--- src/rtl/pat_pkg.sv ---
// Shared definitions for the serial pattern transmitter.
// Holds the 4-bit state encodings used across the detector/transmitter family,
// the default widths, the registered-output bundle type and a small state helper.
package pat_pkg;

    localparam int PAT_W_DEF   = 8;
    localparam int CNT_W_DEF   = 4;
    localparam int GAP_LEN_DEF = 1;

    typedef logic [3:0] state_t;

    localparam state_t ST_IDLE  = 4'd1;
    localparam state_t ST_SHIFT = 4'd2;
    localparam state_t ST_GAP   = 4'd3;
    localparam state_t ST_DONE  = 4'd4;

    // Output bundle, kept together so all four outputs come from one register.
    typedef struct packed {
        logic a_out;
        logic a_vld;
        logic busy;
        logic done;
    } pat_out_t;

    // True for the states in which a transfer is in progress.
    function automatic logic st_active(input state_t st);
        return (st == ST_SHIFT) || (st == ST_GAP);
    endfunction

endpackage

--- src/rtl/pat_tx_if.sv ---
// Pattern transmitter bus.
// master: drives start/abort/pat_in/rpt_in and observes the serial side.
// slave : the transmitter; receives the request, drives a_out/a_vld/busy/done.
interface pat_tx_if
    import pat_pkg::*;
#(
    parameter int PAT_W = PAT_W_DEF,
    parameter int CNT_W = CNT_W_DEF
);
    logic             start;
    logic             abort;
    logic [PAT_W-1:0] pat_in;
    logic [CNT_W-1:0] rpt_in;
    logic             a_out;
    logic             a_vld;
    logic             busy;
    logic             done;

    modport master (
        output start, abort, pat_in, rpt_in,
        input  a_out, a_vld, busy, done
    );

    modport slave (
        input  start, abort, pat_in, rpt_in,
        output a_out, a_vld, busy, done
    );
endinterface

--- src/rtl/pat_shreg.sv ---
// Rotate-left pattern register.
// Ports: clk, rst (sync, active-high), load (capture din), shift_en (rotate by 1),
//        din (pattern), msb (current top bit), nxt_bit (bit that becomes msb after a rotate).
// Rotating rather than shifting keeps the pattern intact for repetitions.
module pat_shreg #(
    parameter int PAT_W = 8
) (
    input  logic             clk,
    input  logic             rst,
    input  logic             load,
    input  logic             shift_en,
    input  logic [PAT_W-1:0] din,
    output logic             msb,
    output logic             nxt_bit
);
    logic [PAT_W-1:0] shreg_r;

    // Pattern storage: load has priority over rotation.
    always_ff @(posedge clk) begin
        if (rst) begin
            shreg_r <= {PAT_W{1'b0}};
        end else if (load) begin
            shreg_r <= din;
        end else if (shift_en) begin
            shreg_r <= {shreg_r[PAT_W-2:0], shreg_r[PAT_W-1]};
        end else begin
            shreg_r <= shreg_r;
        end
    end

    assign msb     = shreg_r[PAT_W-1];
    assign nxt_bit = shreg_r[PAT_W-2];

endmodule

--- src/rtl/pat_tx.sv ---
// Serial pattern transmitter: captures a pattern and repeat count on start,
// shifts the pattern out MSB-first with a valid qualifier, optionally separated
// by GAP_LEN idle cycles between repetitions, then pulses done.
// Ports: mclk (clock), mreset (sync, active-high), bus (pat_tx_if.slave:
//        start, abort, pat_in, rpt_in in; a_out, a_vld, busy, done out).
// All outputs are registered from the next-state decode, so they change only
// on mclk and line up with the state the FSM is entering.
module pat_tx
    import pat_pkg::*;
#(
    parameter int PAT_W   = PAT_W_DEF,
    parameter int CNT_W   = CNT_W_DEF,
    parameter int GAP_LEN = GAP_LEN_DEF
) (
    input  logic mclk,
    input  logic mreset,
    pat_tx_if.slave bus
);
    localparam int BIT_W = $clog2(PAT_W);
    localparam int GAP_W = (GAP_LEN > 1) ? $clog2(GAP_LEN) : 1;

    localparam logic [BIT_W-1:0] BIT_ZERO = {BIT_W{1'b0}};
    localparam logic [BIT_W-1:0] BIT_ONE  = BIT_W'(1'b1);
    localparam logic [BIT_W-1:0] BIT_LAST = BIT_W'(PAT_W - 1);
    localparam logic [CNT_W-1:0] CNT_ZERO = {CNT_W{1'b0}};
    localparam logic [CNT_W-1:0] CNT_ONE  = CNT_W'(1'b1);
    localparam logic [GAP_W-1:0] GAP_ZERO = {GAP_W{1'b0}};
    localparam logic [GAP_W-1:0] GAP_ONE  = GAP_W'(1'b1);
    // With GAP_LEN=0 the GAP state is never entered, so this value is unused.
    localparam logic [GAP_W-1:0] GAP_LAST = GAP_W'((GAP_LEN > 0) ? GAP_LEN - 1 : 0);

    state_t           state_r, state_s;
    logic [BIT_W-1:0] bit_cnt_r, bit_cnt_s;
    logic [CNT_W-1:0] rpt_cnt_r, rpt_cnt_s;
    logic [GAP_W-1:0] gap_cnt_r, gap_cnt_s;
    logic             load_s, shift_s;
    logic             msb_s, nxt_bit_s;
    pat_out_t         out_s, out_r;

    pat_shreg #(.PAT_W(PAT_W)) u_shreg (
        .clk      (mclk),
        .rst      (mreset),
        .load     (load_s),
        .shift_en (shift_s),
        .din      (bus.pat_in),
        .msb      (msb_s),
        .nxt_bit  (nxt_bit_s)
    );

    // Next-state and counter logic; abort beats normal progress in SHIFT/GAP.
    always_comb begin
        state_s   = state_r;
        bit_cnt_s = bit_cnt_r;
        rpt_cnt_s = rpt_cnt_r;
        gap_cnt_s = gap_cnt_r;
        load_s    = 1'b0;
        shift_s   = 1'b0;
        case (state_r)
            ST_IDLE: begin
                if (bus.start) begin
                    load_s    = 1'b1;
                    rpt_cnt_s = bus.rpt_in;
                    bit_cnt_s = BIT_ZERO;
                    gap_cnt_s = GAP_ZERO;
                    state_s   = ST_SHIFT;
                end else begin
                    state_s   = ST_IDLE;
                end
            end
            ST_SHIFT: begin
                if (bus.abort) begin
                    state_s = ST_IDLE;
                end else begin
                    shift_s = 1'b1;
                    if (bit_cnt_r == BIT_LAST) begin
                        bit_cnt_s = BIT_ZERO;
                        if (rpt_cnt_r != CNT_ZERO) begin
                            rpt_cnt_s = rpt_cnt_r - CNT_ONE;
                            gap_cnt_s = GAP_ZERO;
                            // Without a gap the next repetition follows immediately.
                            if (GAP_LEN > 0) begin
                                state_s = ST_GAP;
                            end else begin
                                state_s = ST_SHIFT;
                            end
                        end else begin
                            state_s = ST_DONE;
                        end
                    end else begin
                        bit_cnt_s = bit_cnt_r + BIT_ONE;
                    end
                end
            end
            ST_GAP: begin
                if (bus.abort) begin
                    state_s = ST_IDLE;
                end else if (gap_cnt_r == GAP_LAST) begin
                    state_s = ST_SHIFT;
                end else begin
                    gap_cnt_s = gap_cnt_r + GAP_ONE;
                end
            end
            ST_DONE: begin
                state_s = ST_IDLE;
            end
            default: begin
                state_s   = ST_IDLE;
                bit_cnt_s = BIT_ZERO;
                rpt_cnt_s = CNT_ZERO;
                gap_cnt_s = GAP_ZERO;
            end
        endcase
    end

    // Output decode of the state being entered; a_out tracks the register's next msb.
    always_comb begin
        out_s      = pat_out_t'(4'b0000);
        out_s.busy = st_active(state_s);
        if (state_s == ST_SHIFT) begin
            out_s.a_vld = 1'b1;
            if (load_s) begin
                out_s.a_out = bus.pat_in[PAT_W-1];
            end else if (shift_s) begin
                out_s.a_out = nxt_bit_s;
            end else begin
                out_s.a_out = msb_s;
            end
        end else if (state_s == ST_DONE) begin
            out_s.done = 1'b1;
        end else begin
            out_s.a_vld = 1'b0;
        end
    end

    // State, counters and output register with synchronous reset.
    always_ff @(posedge mclk) begin
        if (mreset) begin
            state_r   <= ST_IDLE;
            bit_cnt_r <= BIT_ZERO;
            rpt_cnt_r <= CNT_ZERO;
            gap_cnt_r <= GAP_ZERO;
            out_r     <= pat_out_t'(4'b0000);
        end else begin
            state_r   <= state_s;
            bit_cnt_r <= bit_cnt_s;
            rpt_cnt_r <= rpt_cnt_s;
            gap_cnt_r <= gap_cnt_s;
            out_r     <= out_s;
        end
    end

    assign bus.a_out = out_r.a_out;
    assign bus.a_vld = out_r.a_vld;
    assign bus.busy  = out_r.busy;
    assign bus.done  = out_r.done;

endmodule

--- src/flat_wrapper.sv ---
// flat-port wrapper written by rule: the top's interface ports become plain ports
module pat_tx_flat import pat_pkg::*;
#(
    parameter int PAT_W   = PAT_W_DEF,
    parameter int CNT_W   = CNT_W_DEF,
    parameter int GAP_LEN = GAP_LEN_DEF
)
  (mclk, mreset, bus_start, bus_abort, bus_pat_in, bus_rpt_in, bus_a_out, bus_a_vld, bus_busy, bus_done);
  pat_tx_if #(.PAT_W(PAT_W), .CNT_W(CNT_W)) bus_i ();
  input  logic mclk;
  input  logic mreset;
  input wire logic [$bits(bus_i.start)-1:0] bus_start;
  input wire logic [$bits(bus_i.abort)-1:0] bus_abort;
  input wire logic [$bits(bus_i.pat_in)-1:0] bus_pat_in;
  input wire logic [$bits(bus_i.rpt_in)-1:0] bus_rpt_in;
  output wire logic [$bits(bus_i.a_out)-1:0] bus_a_out;
  output wire logic [$bits(bus_i.a_vld)-1:0] bus_a_vld;
  output wire logic [$bits(bus_i.busy)-1:0] bus_busy;
  output wire logic [$bits(bus_i.done)-1:0] bus_done;
  assign bus_i.start = bus_start;
  assign bus_i.abort = bus_abort;
  assign bus_i.pat_in = bus_pat_in;
  assign bus_i.rpt_in = bus_rpt_in;
  assign bus_a_out = bus_i.a_out;
  assign bus_a_vld = bus_i.a_vld;
  assign bus_busy = bus_i.busy;
  assign bus_done = bus_i.done;
  pat_tx #(.PAT_W(PAT_W), .CNT_W(CNT_W), .GAP_LEN(GAP_LEN)) u_core (.mclk(mclk), .mreset(mreset), .bus(bus_i));
endmodule
--- config.mk ---
export PLATFORM = sky130hd
export DESIGN_NAME = pat_tx_flat
export DESIGN_NICKNAME = d
export VERILOG_FILES = /design/src/rtl/pat_pkg.sv /design/src/rtl/pat_tx_if.sv /design/src/rtl/pat_shreg.sv /design/src/rtl/pat_tx.sv /design/src/flat_wrapper.sv
export SDC_FILE = /design/constraint.sdc
export NUM_CORES = 1
export LEC_CHECK = 0
export ABC_AREA = 1
export CAP_MARGIN = 20
export CORE_MARGIN = 2
export CORE_UTILIZATION = 50
export CTS_CLUSTER_DIAMETER = 80
export DETAILED_ROUTE_END_ITERATION = 8
export PLACE_DENSITY = 0.75
export SLEW_MARGIN = 5
export SYNTH_ARGS = -nofsm -noshare
export SYNTH_HDL_FRONTEND = slang
export SYNTH_HIERARCHICAL = 1
export SYNTH_SLANG_ARGS = --single-unit
--- constraint.sdc ---
create_clock -name mclk -period 2 [get_ports mclk]
set_clock_uncertainty 0.2 [all_clocks]
set_input_delay 0.3 -clock mclk [delete_from_list [all_inputs] [get_ports mclk]]
set_output_delay 0.3 -clock mclk [all_outputs]
set_load 0.1 [all_outputs]
### After elaboration in Yosys (flattened, before gate mapping)

Cells that the tools add are included.

| cells by class | value |
|---|---|
| add/sub/neg operators | 3 |
| equality and inequality tests | 13 |
| mux-type cells | 33 |
| bitwise operators | 3 |
| reduce and logical (&&, ||, !) cells | 9 |

Operators with widths:

| cell | number |
|---|---|
| 4-bit two-way mux | 8 |
| 4-bit one-hot mux with 3 select lines | 2 |
| 4-bit by 2-bit equality test with 1-bit output (second input constant) | 4 |
| 8-bit two-way mux | 2 |
| 1-bit two-way mux | 14 |
| 3-bit two-way mux | 4 |
| 3-bit one-hot mux with 3 select lines | 1 |
| 4-bit by 3-bit equality test with 1-bit output (second input constant) | 2 |
| 2-bit != test (second input constant) | 3 |
| 6-bit AND reduction | 1 |
| 2-bit OR reduction | 3 |
| 5-bit AND reduction | 1 |
| 4-bit by 1-bit equality test with 1-bit output (second input constant) | 1 |
| 2-bit by 1-bit != test with 1-bit output (second input constant) | 2 |
| 1-bit one-hot mux with 4 select lines | 1 |
| 4-bit nonzero test | 1 |
| 4-bit by 1-bit subtractor with 4-bit output (second input constant) | 1 |
| 3-bit by 1-bit adder with 3-bit output (second input constant) | 1 |
| 3-bit equality test (second input constant) | 1 |
| 1-bit NOT | 3 |
| 3-bit AND reduction | 1 |
| 2-bit two-way mux | 1 |
| 2-bit nonzero test | 1 |
| 1-bit adder (second input constant) | 1 |
| 1-bit logical OR | 1 |

| storage, ports and cells | value |
|---|---|
| flip-flop bits (word level) | 24 |
| bits of input ports | 16 |
| output and inout port bits | 4 |
| word-level logic and storage cells | 70 |

### Longest topological paths before layout

Gate-level depths: netlist of the first run.

| logic depth | value |
|---|---|
| depth after elaboration | 8 |
| gate-level depth with buffers | 10 |
| gate-level depth less buffers | 10 |

### Hierarchy

The synthesis of the first run kept the hierarchy.

Modules (own cells, without submodules):

| module | times used | cells an instance | area an instance (sq um) | seq. area each (sq um) |
|---|---|---|---|---|
| pat_tx | 1 | 128 | 889.6 | 300.3 |
| pat_shreg | 1 | 63 | 411.6 | 160.2 |

### Least setup slack after synthesis of the first run

Ideal clock, no wire load.

| path | value |
|---|---|
| kind | register to register |
| start | register u_core.state_r[0] |
| end | register u_core.u_shreg.shreg_r[0] |
| setup time | 0.109 ns |
| data arrival time | 1.267 ns |
| data required time | 1.691 ns |
| path slack | 0.424 ns |
| cell stages (with the launch flop) | 11 |
| buffers on the path | 1 |
| clock period less this slack | 1.576 ns |
| cells stage by stage | dfxtp_1 inv_2 nor2_2 nand2_2 nor2_4 buf_6 inv_2 nand3_1 nand3_1 nand2_1 inv_1 |

| between the ends | value |
|---|---|
| longest elaborated chain between the ends | 3 |
| elaborated cells between the ends (all ways) | 6 |
| those cells by class | eq/ne (2); mux (3); reduce/logical (1) |

Ends and longest elaborated chain:

| element | line | text |
|---|---|---|
| start: declaration | pat_tx.sv:32 | `state_t state_r, state_s;` |
| start signal: assignment | pat_tx.sv:144 | `state_r <= state_s;` |
| 4-bit by 1-bit equality test with 1-bit output (*) | pat_tx.sv:58 | `case (state_r)` |
| 1-bit two-way mux (*) | pat_tx.sv:58 |  |
| via u_core.load_s | pat_tx.sv:36 | `logic load_s, shift_s;` |
| 8-bit two-way mux or 2-bit nonzero test (tied branches) | n/a |  |
| end signal: assignment | pat_shreg.sv:21 | `shreg_r <= {PAT_W{1'b0}};` |
| end signal: assignment | pat_shreg.sv:23 | `shreg_r <= din;` |
| end signal: assignment | pat_shreg.sv:25 | `shreg_r <= {shreg_r[PAT_W-2:0], shreg_r[PAT_W-1]};` |
| end: declaration | pat_shreg.sv:16 | `logic [PAT_W-1:0] shreg_r;` |

The timed path passes the listed nets; every way through them passes the cells marked *.
A chain may end at the register's enable or synchronous reset.

### Final worst setup path of the first run

| path | value |
|---|---|
| start | register u_core.state_r[1] |
| end | register u_core.out_r (netlist bit u_core/bus.a_out) |

| between the ends | value |
|---|---|
| elaborated cells between the ends (all ways) | 15 |
| those cells by class | eq/ne (4); mux (9); bitwise (1); reduce/logical (1) |

RTL lines:

| element | line | text |
|---|---|---|
| 4-bit by 2-bit equality test with 1-bit output | pat_tx.sv:58 |  |
| 1-bit two-way mux | pat_tx.sv:58 |  |
| via u_core.shift_s | pat_tx.sv:36 |  |
| 1-bit two-way mux | pat_tx.sv:123 | `end else if (shift_s) begin` |
| 1-bit two-way mux | pat_tx.sv:121 | `if (load_s) begin` |
| end signal: assignment | pat_tx.sv:142 | `out_r <= pat_out_t'(4'b0000);` |
| end signal: assignment | pat_tx.sv:148 | `out_r <= out_s;` |
| end: declaration | pat_tx.sv:38 | `pat_out_t out_s, out_r;` |

The timed path passes the listed nets, and every way through them passes these cells.

==> out/results.ini, run 1 <==
[status]
status = completed

[die]
chipWidth_um = 55.0
start_util_pct = 52.5
core_area_um2 = 2480
top_level_ports = 20
dieArea_um2 = 3030
rows = 18
dieHeight_um = 55.0

[timing]
fin_crit_ns = 1.71
max_freq_ghz = 0.584
setup_tns_ns = 0
finalSetupViolations = 0
whs_ns = 0.288
finalCritPeriodShare_pct = 85.6
hold_viol = 0
rsz0062_at_grt = false
final_max_slew_viol_count = 0

[worst_setup_path]
max_stage_delay_ns = 0.48
path_buf_inv = 2
worst_ep_required_time_ns = 2.03
cp-end-kind = flip-flop
crit_path_start_kind = flip-flop
crit_top_cell = nand3_2
critPathKind = reg -> reg
worst-path-max-fanout = 14
critPathArrivalTime_ns = 1.74
crit_family = simple AND/OR/NAND/NOR gates
critical-path-slowest-cell = dfxtp_1
crit_chain = inv_2 > nor2_4 > nand3_2 > clkinv_2 > nand4_1 > nand3_2 > nor2_2

[place]
port_buffers = 19
place_hpwl_um = 2070
gp_routability_congestion = 0.802

[clocking]
clockRootBuffer = clkbuf_4
tritoncts = done
post-cts-setup-buffers = 0
cts-resized-gates = 0
cts.sinks = 23
hold_buffers = 0
clk_latency_ns = 0.31
clkTransAtPathRegs_ns = 0.12
numCtsBuffers = 3
cts.path.max_buffers = 2
h-tree-depth = 1

[final_layout]
num_antenna_cells = 0
fin_nets = 235
fin_util_pct = 62.4
syn_to_final_growth_pct = 18.8
layout_commonest_cell = nand2_1
post_route_cells_drive_above_1_share_pct = 18.6
final_cell_mix = nand2_1 (59), dfxtp_1 (23), inv_1 (22)

[detailed_routing]
first_pass_iters = 4
dr_total_vias = 1209
final_antenna_net_count = 0
drtIter0Drc = 16
via_per_inst = 4.93
wl_um = 2560
drc = 0
wl_per_cell_um = 10.5

[pwr]
max-vdd-ir-drop_v = 0.000512
p_per_area_nw_per_um2 = 590
power_uw = 912
p_leak_nw = 0.781

[yosys]
synth_cell_type_count = 25
synth_edf_count = 0
synth_area_leaders = dfxtp_1 (35%), nand2_1 (17%), nand3_1 (7.3%)
synth_ff_type = dfxtp_1
syn_area_um2 = 1300
synth_top_cell_area_share_pct = 35.4
syn-instance-count = 191
syn_nets = 210
synth.avg_cell_area_um2 = 6.81
yosysSeqAreaShare_pct = 35.4
yosysTopAreaCell = dfxtp_1
synth_seq_cells = 23
synth_async_sr_flop_share_pct = 0
synth_warnings = 6

[global_route]
antenna_found_initial = 0
grt_pass1_vias = 1062
grt_remaining_overflow = 0
track_usage_pct = 19.5
grt_first_pass_wirelength_um = 4260
grt_start_max_net_pins = 15

[min_path]
min_path_type = reg -> reg

[flow_run]
drv_cap = 0

[logic make-up (layout without fill, tap and decap cells)]
kind of cell / Yosys count / after routing / share of synthesized area (%)
AO/OA/AOI/OAI: 13 / 13 / 5.38
other: 1 / 1 / 0.288
adder cells (fa/ha/maj): 3 / 3 / 2.88
buffers and inverters: 34 / 58 / 11.4
flip-flops: 23 / 23 / 35.4
AND/OR/NAND/NOR: 117 / 117 / 44.6
[sequential cells by signal (all words and copies together), names as in the netlist]
name                    count
u_core/bit_cnt_r            3
u_core/bus.a_out            1
u_core/bus.a_vld            1
u_core/bus.busy             1
u_core/bus.done             1
u_core/rpt_cnt_r            4
u_core/state_r              4
u_core/u_shreg/shreg_r      8
[where the power goes]
part           internal [mW]  total [mW]  leakage (nW)  switching [mW]
sequential             0.481       0.495         0.188          0.0138
clock                 0.0749       0.213        0.0177           0.138
combinational         0.0843       0.204         0.575           0.120
total                  0.640       0.912         0.781           0.272
[tightest hold or removal path: cells and delay by family (launching register included)]
family	cells	cell delay (ns)
flip-flops	1	0.34
AO/OA/AOI/OAI	1	0.05
AND/OR/NAND/NOR	1	0.06
[cell type report]
type | count | area [µm²]
Clock buffer | 3 | 22.5
Timing Repair Buffer | 23 | 210
Clock inverter | 1 | 5.00
Tap cell | 30 | 37.5
Multi-Input combinational cell | 134 | 692
Fill cell | 246 | 931
Inverter | 31 | 119
Sequential cell | 23 | 460
[final timing paths]
path	end	slack, ns	start	cells past startpoint
worst min-delay path	u_core/bit_cnt_r[2]$_SDFFE_PP0P_	0.29	u_core/bit_cnt_r[2]$_SDFFE_PP0P_	2
worst max-delay path	u_core/bus.a_out$_SDFF_PP0_	0.29	u_core/state_r[1]$_SDFF_PP0_	7
worst min register to register	u_core/bit_cnt_r[2]$_SDFFE_PP0P_	0.29	u_core/bit_cnt_r[2]$_SDFFE_PP0P_	2
worst max register to register	u_core/bus.a_out$_SDFF_PP0_	0.29	u_core/state_r[1]$_SDFF_PP0_	7
[synth_stat cells, types with 2 or more instances]
library cell  count
nand2_1          59
dfxtp_1          23
inv_1            22
nand3_1          19
nor2_1           14
inv_2             7
a21oi_1           6
nor2_2            5
nand2_2           4
nand3_2           4
nor2_4            4
ha_1              3
nand4_1           3
o21ai_0           3
a31oi_1           2
buf_6             2
clkinv_2          2
nand3b_1          2
[metrics by stage]
stage	setup slack, ns	cell area, µm²	instances
finish	0.288	1550	245
global route	0.159	1550	245
CTS	0.282	1550	245
detailed placement	0.0716	1520	241
global placement	0.137	1520	241
floorplan	0.424	1300	191
[routing by layer]
layer	vias to the layer above	share of wire (%)	wire length, µm	GRT usage, %
met5	-	0	0	0
met4	0	1.1	29	6.10
met3	4	3.4	88	3.23
met2	17	50	1270	36.9
met1	548	46	1170	22.1
li1	640	-	-	-
(Power assumes the default switching activity.)
==> run 2: changes to the inputs <==
Settings changed: CTS_BUF_LIST set to sky130_fd_sc_hd__clkbuf_4 sky130_fd_sc_hd__clkbuf_8, GPL_TIMING_DRIVEN set to 1, RECOVER_POWER set to 25.
==> out/results.ini, run 2 (synthesis results as in run 1) <==
[final_layout]
design_area_um2 = 1540  ; -0.65%
fill_cells = 246  ; unchanged
fin_util_pct = 62.0  ; -0.40 points
layout_commonest_cell = nand2_1
fin_nets = 235  ; unchanged
post_route_cells_drive_above_1_share_pct = 18.6  ; unchanged
top_register = u_core/u_shreg/shreg_r
largest_register_ffs = 8  ; unchanged
syn_to_final_growth_pct = 18.1
final_cell_mix = nand2_1 (59), dfxtp_1 (23), inv_1 (22)
num_antenna_cells = 0  ; unchanged
largestRegisters = u_core/u_shreg/shreg_r x8, u_core/rpt_cnt_r x4, u_core/state_r x4

[clocking]
clockRootBuffer = clkbuf_4
tritoncts = done
h-tree-depth = 1  ; unchanged
cts-resized-gates = 0  ; unchanged
cts.path.max_buffers = 2  ; unchanged
clk_latency_ns = 0.31  ; about the same
post-cts-setup-buffers = 0  ; unchanged
cts.sinks = 23  ; unchanged
numCtsBuffers = 3  ; unchanged
hold_buffers = 0  ; unchanged
clkTransAtPathRegs_ns = 0.12  ; about the same

[die]
top_level_ports = 20  ; unchanged
start_util_pct = 52.5  ; unchanged
chipWidth_um = 55.0  ; unchanged
dieHeight_um = 55.0  ; unchanged
dieArea_um2 = 3030  ; unchanged
core_area_um2 = 2480  ; unchanged
rows = 18  ; unchanged

[detailed_routing]
first_pass_iters = 4  ; unchanged
final_antenna_net_count = 0  ; unchanged
wl_per_cell_um = 10.4  ; about the same
dr_total_vias = 1210  ; +0.083%
drtIter0Drc = 16  ; unchanged
drc = 0  ; unchanged
via_per_inst = 4.94  ; about the same
wl_um = 2560  ; about the same

[min_path]
worstHoldPathCells = 2  ; unchanged
min_path_type = reg -> reg

[timing]
setup_tns_ns = 0  ; unchanged
fin_crit_ns = 1.71  ; -0.00160 ns
finalCritPeriodShare_pct = 85.5  ; about the same
hold_viol = 0  ; unchanged
rsz0062_at_grt = false
final_max_slew_viol_count = 0  ; unchanged
max_slew_margin_pct = 63.9
tightest_slew_ns = 0.544
finalSetupViolations = 0  ; unchanged
max_freq_ghz = 0.585  ; about the same

[global_route]
track_usage_pct = 19.5  ; unchanged
grt_start_max_net_pins = 15  ; unchanged
antenna_found_initial = 0  ; unchanged
grt_remaining_overflow = 0  ; unchanged
grt_pass1_vias = 1062  ; unchanged
grt_first_pass_wirelength_um = 4260  ; unchanged

[worst_setup_path]
worst_ep_required_time_ns = 2.03  ; about the same
crit_path_start_kind = flip-flop
critPathKind = reg -> reg
rr_worst_depth = 7  ; unchanged
worst-path-max-fanout = 14  ; unchanged
critPathArrivalTime_ns = 1.74  ; about the same
cp-end-kind = flip-flop

[place]
port_buffers = 19  ; unchanged
place_hpwl_um = 2070  ; unchanged
placed_cell_area_um2 = 1520  ; unchanged
gp_routability_congestion = 0.802  ; unchanged

[flow_run]
drv_cap = 0  ; unchanged

[pwr]
p_per_area_nw_per_um2 = 592  ; +0.45%
p_leak_nw = 0.778  ; -0.40%
max-vdd-ir-drop_v = 0.000511  ; about the same

[status]
status = completed

## run 2: changes by cell type in the layout (fill, tap and decap cells not counted)
cell	delta
buf_4	-4
clkbuf_2	+4
## run 2: path summary, 6_finish.rpt
check / start / endpoint / slack [ns]
max: u_core/state_r[1]$_SDFF_PP0_ / u_core/bus.a_out$_SDFF_PP0_ / 0.29
min: u_core/bit_cnt_r[2]$_SDFFE_PP0P_ / u_core/bit_cnt_r[2]$_SDFFE_PP0P_ / 0.29
max reg2reg: u_core/state_r[1]$_SDFF_PP0_ / u_core/bus.a_out$_SDFF_PP0_ / 0.29
min reg2reg: u_core/bit_cnt_r[2]$_SDFFE_PP0P_ / u_core/bit_cnt_r[2]$_SDFFE_PP0P_ / 0.29
## run 2: stage by stage
step	setup WS, ns	power, mW	std cells	hold slack, ns
after CTS	0.282	0.927	245	0.290
after global placement	0.137	0.703	241	0.258
after detailed placement	0.0716	0.709	241	0.271
after global routing	0.159	0.961	245	0.307
final	0.289	0.910	245	0.288
after floorplan	0.424	0.645	191	0.169
## run 2: cell type report
| type | instances | area, µm² | area share [%] |
|---|---|---|---|
| inverters | 31 | 119 | 7.74 |
| well taps | 30 | 37.5 | 2.44 |
| clock buffers | 3 | 22.5 | 1.47 |
| multi-input cells | 134 | 692 | 45.0 |
| repair buffers | 23 | 200 | 13.0 |
| flip-flops and latches | 23 | 460 | 30.0 |
| clock inverters | 1 | 5.00 | 0.326 |
## run 2: metal layers
layer / up-vias / track usage (%) / share of wire (%)
li1: 640 / - / -
met5: - / 0 / 0
met3: 4 / 3.23 / 3.4
met4: 0 / 6.10 / 1.1
met2: 17 / 36.9 / 50
met1: 549 / 22.1 / 46
## run 2: where the power goes
| part | internal [mW] | switching, mW | total (mW) |
|---|---|---|---|
| logic | 0.0826 | 0.120 | 0.203 |
| clock network | 0.0749 | 0.138 | 0.213 |
| registers | 0.481 | 0.0137 | 0.495 |
## run 2: critical path, stage by stage, from the launching register on
cell and delay [ns]:
dfxtp_1 0.48, inv_2 0.09, nor2_4 0.15, nand3_2 0.10
clkinv_2 0.20, nand4_1 0.21, nand3_2 0.15, nor2_2 0.05
